File: src/rtl/canny_pkg.sv
// Shared definitions for the Canny pipeline stages: edge-class encodings and
// the neighbour tap bundle exchanged between the hysteresis tracker and its line buffer.
package canny_pkg;

    localparam logic [1:0] EDGE_NONE   = 2'b00;
    localparam logic [1:0] EDGE_WEAK   = 2'b01;
    localparam logic [1:0] EDGE_STRONG = 2'b10;
    localparam logic [1:0] EDGE_RSVD   = 2'b11;

    // Keep decisions of the previous row around the current column.
    typedef struct packed {
        logic ul;
        logic up;
        logic ur;
    } nbr_taps_t;

endpackage

File: src/rtl/hyst_line_buf.sv
// One-row keep-flag memory for the hysteresis tracker. Presents up-left, up and
// up-right taps for the current column; the up-left value is captured before it is overwritten.
module hyst_line_buf
    import canny_pkg::*;
#(
    parameter int IMG_W = 256
) (
    input  logic                     clk,
    input  logic                     rst,
    input  logic                     wr_en,
    input  logic [$clog2(IMG_W)-1:0] col,
    input  logic                     wr_bit,
    output nbr_taps_t                taps
);

    localparam int CW = $clog2(IMG_W);

    logic          mem_q [IMG_W];
    logic          ul_q;
    logic          ul_d;
    logic [CW-1:0] col_nxt;

    always_comb begin
        col_nxt = (col == CW'(IMG_W - 1)) ? col : col + CW'(1);
        taps.up = mem_q[col];
        taps.ur = mem_q[col_nxt];
        taps.ul = ul_q;
        // Slot col still holds the previous row here; it becomes up-left for col+1.
        ul_d    = wr_en ? mem_q[col] : ul_q;
    end

    always_ff @(posedge clk) begin
        if (rst) ul_q <= 1'b0;
        else     ul_q <= ul_d;
    end

    // NOTE: the memory has no reset; row-0 masking hides whatever it holds, and leaving it out keeps it RAM-inferable.
    always_ff @(posedge clk) begin
        if (wr_en) mem_q[col] <= wr_bit;
    end

endmodule

File: src/rtl/hysteresis_tracker_stream.sv
// Streaming single-pass hysteresis stage: turns 2-bit edge classes into final edge
// pixels with valid/ready handshake, frame/line framing and a per-frame edge count.
module hysteresis_tracker_stream
    import canny_pkg::*;
#(
    parameter int IMG_W    = 256,
    parameter int IMG_H    = 256,
    parameter int OUT_W    = 8,
    parameter int CONNECT8 = 1
) (
    input  logic                                clk,
    input  logic                                rst,
    input  logic                                s_valid,
    output logic                                s_ready,
    input  logic                                s_sof,
    input  logic [1:0]                          s_edge,
    output logic                                m_valid,
    input  logic                                m_ready,
    output logic [OUT_W-1:0]                    m_pixel,
    output logic                                m_eol,
    output logic                                m_eof,
    output logic [$clog2(IMG_W*IMG_H+1)-1:0]    frame_edges,
    output logic                                frame_done
);

    localparam int CW = $clog2(IMG_W);
    localparam int RW = $clog2(IMG_H);
    localparam int NW = $clog2(IMG_W * IMG_H + 1);

    logic [CW-1:0]    col_q, col_d, col_cur;
    logic [RW-1:0]    row_q, row_d, row_cur;
    logic [NW-1:0]    run_q, run_d, run_base;
    logic [NW-1:0]    frame_edges_q, frame_edges_d;
    logic             frame_done_q, frame_done_d;
    logic             left_q, left_d;
    logic             m_valid_q, m_valid_d;
    logic [OUT_W-1:0] m_pixel_q, m_pixel_d;
    logic             m_eol_q, m_eol_d;
    logic             m_eof_q, m_eof_d;

    logic      accept;
    logic      first_col, last_col, first_row, last_row;
    logic      nb_left, nb_up, nb_ul, nb_ur, conn, keep;
    nbr_taps_t taps;

    assign s_ready = !m_valid_q || m_ready;
    assign accept  = s_valid && s_ready;

    // A start-of-frame pixel is placed at (0,0) no matter where the counters stand.
    assign col_cur  = s_sof ? '0 : col_q;
    assign row_cur  = s_sof ? '0 : row_q;
    assign run_base = s_sof ? '0 : run_q;

    hyst_line_buf #(
        .IMG_W (IMG_W)
    ) u_line_buf (
        .clk    (clk),
        .rst    (rst),
        .wr_en  (accept),
        .col    (col_cur),
        .wr_bit (keep),
        .taps   (taps)
    );

    always_comb begin
        first_col = (col_cur == '0);
        last_col  = (col_cur == CW'(IMG_W - 1));
        first_row = (row_cur == '0);
        last_row  = (row_cur == RW'(IMG_H - 1));
        nb_left   = !first_col && left_q;
        nb_up     = !first_row && taps.up;
        nb_ul     = !first_row && !first_col && taps.ul;
        nb_ur     = !first_row && !last_col && taps.ur;
        conn      = nb_left || nb_up || ((CONNECT8 != 0) && (nb_ul || nb_ur));
        keep      = (s_edge == EDGE_STRONG) || ((s_edge == EDGE_WEAK) && conn);
    end

    // NOTE: every _d gets its hold value first, so no path through this block can infer a latch.
    always_comb begin
        col_d         = col_q;
        row_d         = row_q;
        run_d         = run_q;
        frame_edges_d = frame_edges_q;
        frame_done_d  = 1'b0;
        left_d        = left_q;
        m_valid_d     = m_valid_q;
        m_pixel_d     = m_pixel_q;
        m_eol_d       = m_eol_q;
        m_eof_d       = m_eof_q;

        if (accept) begin
            m_valid_d = 1'b1;
            m_pixel_d = keep ? '1 : '0;
            m_eol_d   = last_col;
            m_eof_d   = last_col && last_row;
            left_d    = keep;
            col_d     = last_col ? '0 : col_cur + CW'(1);
            row_d     = last_col ? (last_row ? '0 : row_cur + RW'(1)) : row_cur;
            if (last_col && last_row) begin
                frame_edges_d = run_base + NW'(keep);
                frame_done_d  = 1'b1;
                run_d         = '0;
            end else begin
                run_d = run_base + NW'(keep);
            end
        end else if (m_ready) begin
            m_valid_d = 1'b0;
        end
    end

    // NOTE: state registers use non-blocking assignments so every flop samples the pre-edge values.
    always_ff @(posedge clk) begin
        if (rst) begin
            col_q         <= '0;
            row_q         <= '0;
            run_q         <= '0;
            frame_edges_q <= '0;
            frame_done_q  <= 1'b0;
            left_q        <= 1'b0;
            m_valid_q     <= 1'b0;
            m_pixel_q     <= '0;
            m_eol_q       <= 1'b0;
            m_eof_q       <= 1'b0;
        end else begin
            col_q         <= col_d;
            row_q         <= row_d;
            run_q         <= run_d;
            frame_edges_q <= frame_edges_d;
            frame_done_q  <= frame_done_d;
            left_q        <= left_d;
            m_valid_q     <= m_valid_d;
            m_pixel_q     <= m_pixel_d;
            m_eol_q       <= m_eol_d;
            m_eof_q       <= m_eof_d;
        end
    end

    assign m_valid     = m_valid_q;
    assign m_pixel     = m_pixel_q;
    assign m_eol       = m_eol_q;
    assign m_eof       = m_eof_q;
    assign frame_edges = frame_edges_q;
    assign frame_done  = frame_done_q;

endmodule

File: config.mk
export PLATFORM = sky130hd
export DESIGN_NAME = hysteresis_tracker_stream
export DESIGN_NICKNAME = d
export VERILOG_FILES = /design/src/rtl/canny_pkg.sv /design/src/rtl/hyst_line_buf.sv /design/src/rtl/hysteresis_tracker_stream.sv
export SDC_FILE = /design/constraint.sdc
export NUM_CORES = 1
export LEC_CHECK = 0
export CAP_MARGIN = 20
export CORE_MARGIN = 1.5
export CORE_UTILIZATION = 35
export CTS_BUF_LIST = sky130_fd_sc_hd__clkbuf_4 sky130_fd_sc_hd__clkbuf_8
export DETAILED_ROUTE_END_ITERATION = 10
export GPL_TIMING_DRIVEN = 0
export HOLD_SLACK_MARGIN = 0.02
export PLACE_DENSITY = 0.57
export SLEW_MARGIN = 5
export SYNTH_ARGS = -nofsm -noshare
export SYNTH_HDL_FRONTEND = slang
export SYNTH_SLANG_ARGS = --single-unit
File: constraint.sdc
create_clock -name clk -period 14.3 [get_ports clk]
set_input_delay 3.575 -clock clk [delete_from_list [all_inputs] [get_ports clk]]
set_output_delay 3.575 -clock clk [all_outputs]
set_load 0.05 [all_outputs]
==> impl_metrics.csv <==
group,metric,value,unit
setup_path,slowest_stage,"clkbuf_1",
timing,period_needed,13.98,ns
setup_path,slowest_delay,0.82,ns
power,p_leak,0.00622,uW
yosys,syn_inst,1726,
yosys,syn_nets,1742,
die,num_rows,81,
timing,slew_viol_final,0,
power,power_switching,559,uW
power,clock_power_share,43.2,%
setup_path,crit_path_start_kind,"primary input",
timing,worst_pin_slew,1.30,ns
place,place.port_buffers,35,
yosys,ys.flop_type,"edfxtp_1",
power,p_int,1550,uW
cts,cts_buffers,54,
global_routing,grt_usage,31.8,%
die,initial_core_util,35.4,%
setup_path,worstPathArrival,14.52,ns
detailed_routing,route.detailed.drc,0,
timing,max-slew-margin-rel,13.4,%
global_routing,antenna_found_initial,1,
finish,final_cell_mix,"nor2_1, edfxtp_1, nand2_1",
cts,clock_latency,0.70,ns
detailed_routing,drt-total-wl,80.5,mm
finish,final_core_util,40.6,%
yosys,syn_area_per_cell,9.99,um2
cts,ctsLongestPathBuffers,3,
setup_path,worst_setup_path_end_kind,"flip-flop",
detailed_routing,via_per_inst,6.34,
finish,fillers,4825,
timing,max_freq,71.5,MHz
cts,htreeDepth,2,
place,gp_congestion,1.01,
power,p_per_area,106,nW/um2
yosys,synth_edf_count,256,
finish,regArea,8810,um2
finish,area_growth,14.8,%
worst_hold_path,hold_class,"flip-flop to flip-flop",
yosys,synth-seq-cells,312,
yosys,yosysSeqAreaShare,51.1,%
die,core_area,48700,um2
die,pin_count,37,
finish,final_nets,1846,
global_routing,overflow,0,
die,dieArea,50600,um2
detailed_routing,maxUsedRoutingLayer,"met5",
setup_path,crit_top_cell,"clkbuf_1",
detailed_routing,wl_met3,10.9,mm
global_routing,grt_max_degree,87,
yosys,syn-cell-area,17200,um2
power,pwr-share-comb,9.9,%
cts,cts_tree,"done",
finish,layout-drive-gt1-share,12.1,%
status,outcome,"completed",
setup_path,critPathKind,"primary input to flip-flop",
detailed_routing,vias,16100,
global_routing,grt_pass1_vias,15400,
cts,clk_pin_slew,0.06,ns
detailed_routing,wire_per_inst,31.7,um
run,max_cap_violations,0,
detailed_routing,wl_met1,30.3,mm
timing,rsz0062_at_grt,"false",
finish,multi_input_area,7720,um2
timing,period_share,97.8,%
global_routing,grt_pass1_wl,113,mm
cts,cts-root-buf,"clkbuf_8",
yosys,async_flop_share,0,%
die,fp.dieW,225,um
yosys,ys_warn_count,0,
die,die_height,225,um
setup_path,cp.required,14.84,ns
timing,hold_viol_final,0,
power,seqPwrFrac,46.9,%
place,dp_hpwl,54.7,mm
cts,post-cts-setup-buffers,0,
timing,tns,0,ns
yosys,yosysUniqueCellTypes,86,
detailed_routing,postRouteAntennaNets,0,
cts,clock-sinks,312,
detailed_routing,dr_wl_met2,34.2,mm
finish,mostFrequentLayoutCell,"nor2_1",
timing,finalClockSkew,0.0396,ns
power,ir_worst_vdd,0.0602,mV
detailed_routing,drt_pre_antenna_iters,6,
timing,setup_viol_count_final,0,
setup_path,crit_path_max_fanout,28,
detailed_routing,drtIter0Drc,2828,
power,netSwitchingFraction,26.6,%
cell type report:
class	instances	area share [%]
Antenna cell	2	0.0253
Sequential cell	312	44.5
Buffer	151	3.51
Clock buffer	78	4.85
Tap cell	664	4.20
Timing Repair Buffer	48	2.65
Clock inverter	21	1.02
Inverter	14	0.265
Multi-Input combinational cell	1249	39.0
power groups by stage:
stage	clock network (uW)	registers (uW)	logic, uW
4_1_cts	915	987	198
5_1_grt	949	987	211
3_5_place_dp	0	1010	197
2_1_floorplan	0	1010	110
3_3_place_gp	0	1010	191
6_report	911	987	208
path summary, 6_finish.rpt:
| kind | start | endpoint | slack [ns] | cells past startpoint |
|---|---|---|---|---|
| worst max-delay path | s_sof | run_q[16] | 0.32 | 33 |
| worst min-delay path | frame_edges[8] | frame_edges[8] | 0.46 | 2 |
| worst max register to register | col_q[0] | run_q[16] | 3.27 | 32 |
| worst min register to register | frame_edges[8] | frame_edges[8] | 0.46 | 2 |
cells by family (layout without fill, tap and decap cells):
| logic type | Yosys count | count (layout) | share of synthesized area (%) |
|---|---|---|---|
| xor+xnor | 19 | 19 | 1.05 |
| fa+ha+maj | 9 | 9 | 0.653 |
| buf+inv | 165 | 312 | 4.33 |
| compound gates | 355 | 355 | 14.1 |
| flops | 312 | 312 | 51.1 |
| mux | 119 | 119 | 9.06 |
| simple gates | 747 | 747 | 19.8 |
| other cells | 0 | 2 | 0 |
through the flow:
stage	std cells	hold WS, ns	instance area (um2)	setup slack (ns)	power [uW]
6_report	2539	0.456	19800	0.321	2110
5_1_grt	2537	0.484	19800	0.141	2150
4_1_cts	2535	0.455	19800	0.524	2100
3_5_place_dp	2436	0.449	18600	-0.202	1200
3_3_place_gp	2425	0.440	18400	-5.73	1210
2_1_floorplan	1726	0.432	17200	1.24	1120
per-layer routing:
metal	vias up	global-route usage, %
li1	6617	-
met5	-	0
met1	7863	40.9
met3	320	9.86
met4	4	17.7
met2	1300	47.3
flip-flops by register name, indices dropped and copies added, names as in the netlist:
| register | count |
|---|---|
| u_line_buf.mem_q | 256 |
| frame_edges | 17 |
| run_q | 17 |
| col_q | 8 |
| row_q | 8 |
| frame_done | 1 |
| m_eof | 1 |
| m_eol | 1 |
| m_pixel | 1 |
| m_valid | 1 |
| u_line_buf.ul_q | 1 |
cells in the mapped netlist, types with 8 or more instances:
master | count | area (um2)
o22ai_1 | 14 | 87.6
nor2b_1 | 37 | 231
inv_1 | 12 | 45.0
o221ai_1 | 10 | 87.6
edfxtp_1 | 256 | 7690
a221oi_1 | 10 | 87.6
xor2_1 | 11 | 96.3
nor3_1 | 29 | 145
a31oi_1 | 29 | 181
buf_2 | 35 | 175
dfxtp_1 | 56 | 1120
or3_1 | 8 | 50.1
mux4_2 | 28 | 631
clkbuf_1 | 88 | 330
nor2_1 | 332 | 1250
nand4_1 | 16 | 100
mux2_2 | 14 | 158
a32oi_1 | 10 | 87.6
a2111oi_0 | 14 | 123
buf_4 | 14 | 105
a211oi_1 | 37 | 278
a21oi_1 | 65 | 325
a311oi_1 | 10 | 87.6
o21ai_0 | 71 | 355
ha_1 | 9 | 113
a22oi_1 | 18 | 135
buf_1 | 10 | 37.5
nand2_1 | 161 | 604
nand3_1 | 77 | 385
mux2i_1 | 74 | 741
and3_1 | 28 | 175
o211ai_1 | 10 | 75.1
repair_timing:
action / in CTS / in global routing
endpoints found under the setup margin: 0 / 1
hold buffers: 0 / 0
gates resized for setup: 0 / 3
hold endpoints to repair: 0 / 0
critical path, delay by kind of cell:
kind            cells  cell delay, ns
compound gates      6            1.79
xor+xnor            1            0.14
fa+ha+maj           4            1.41
buf+inv            11            5.48
simple gates       11            2.06
Power figures use the tool's default switching activity.
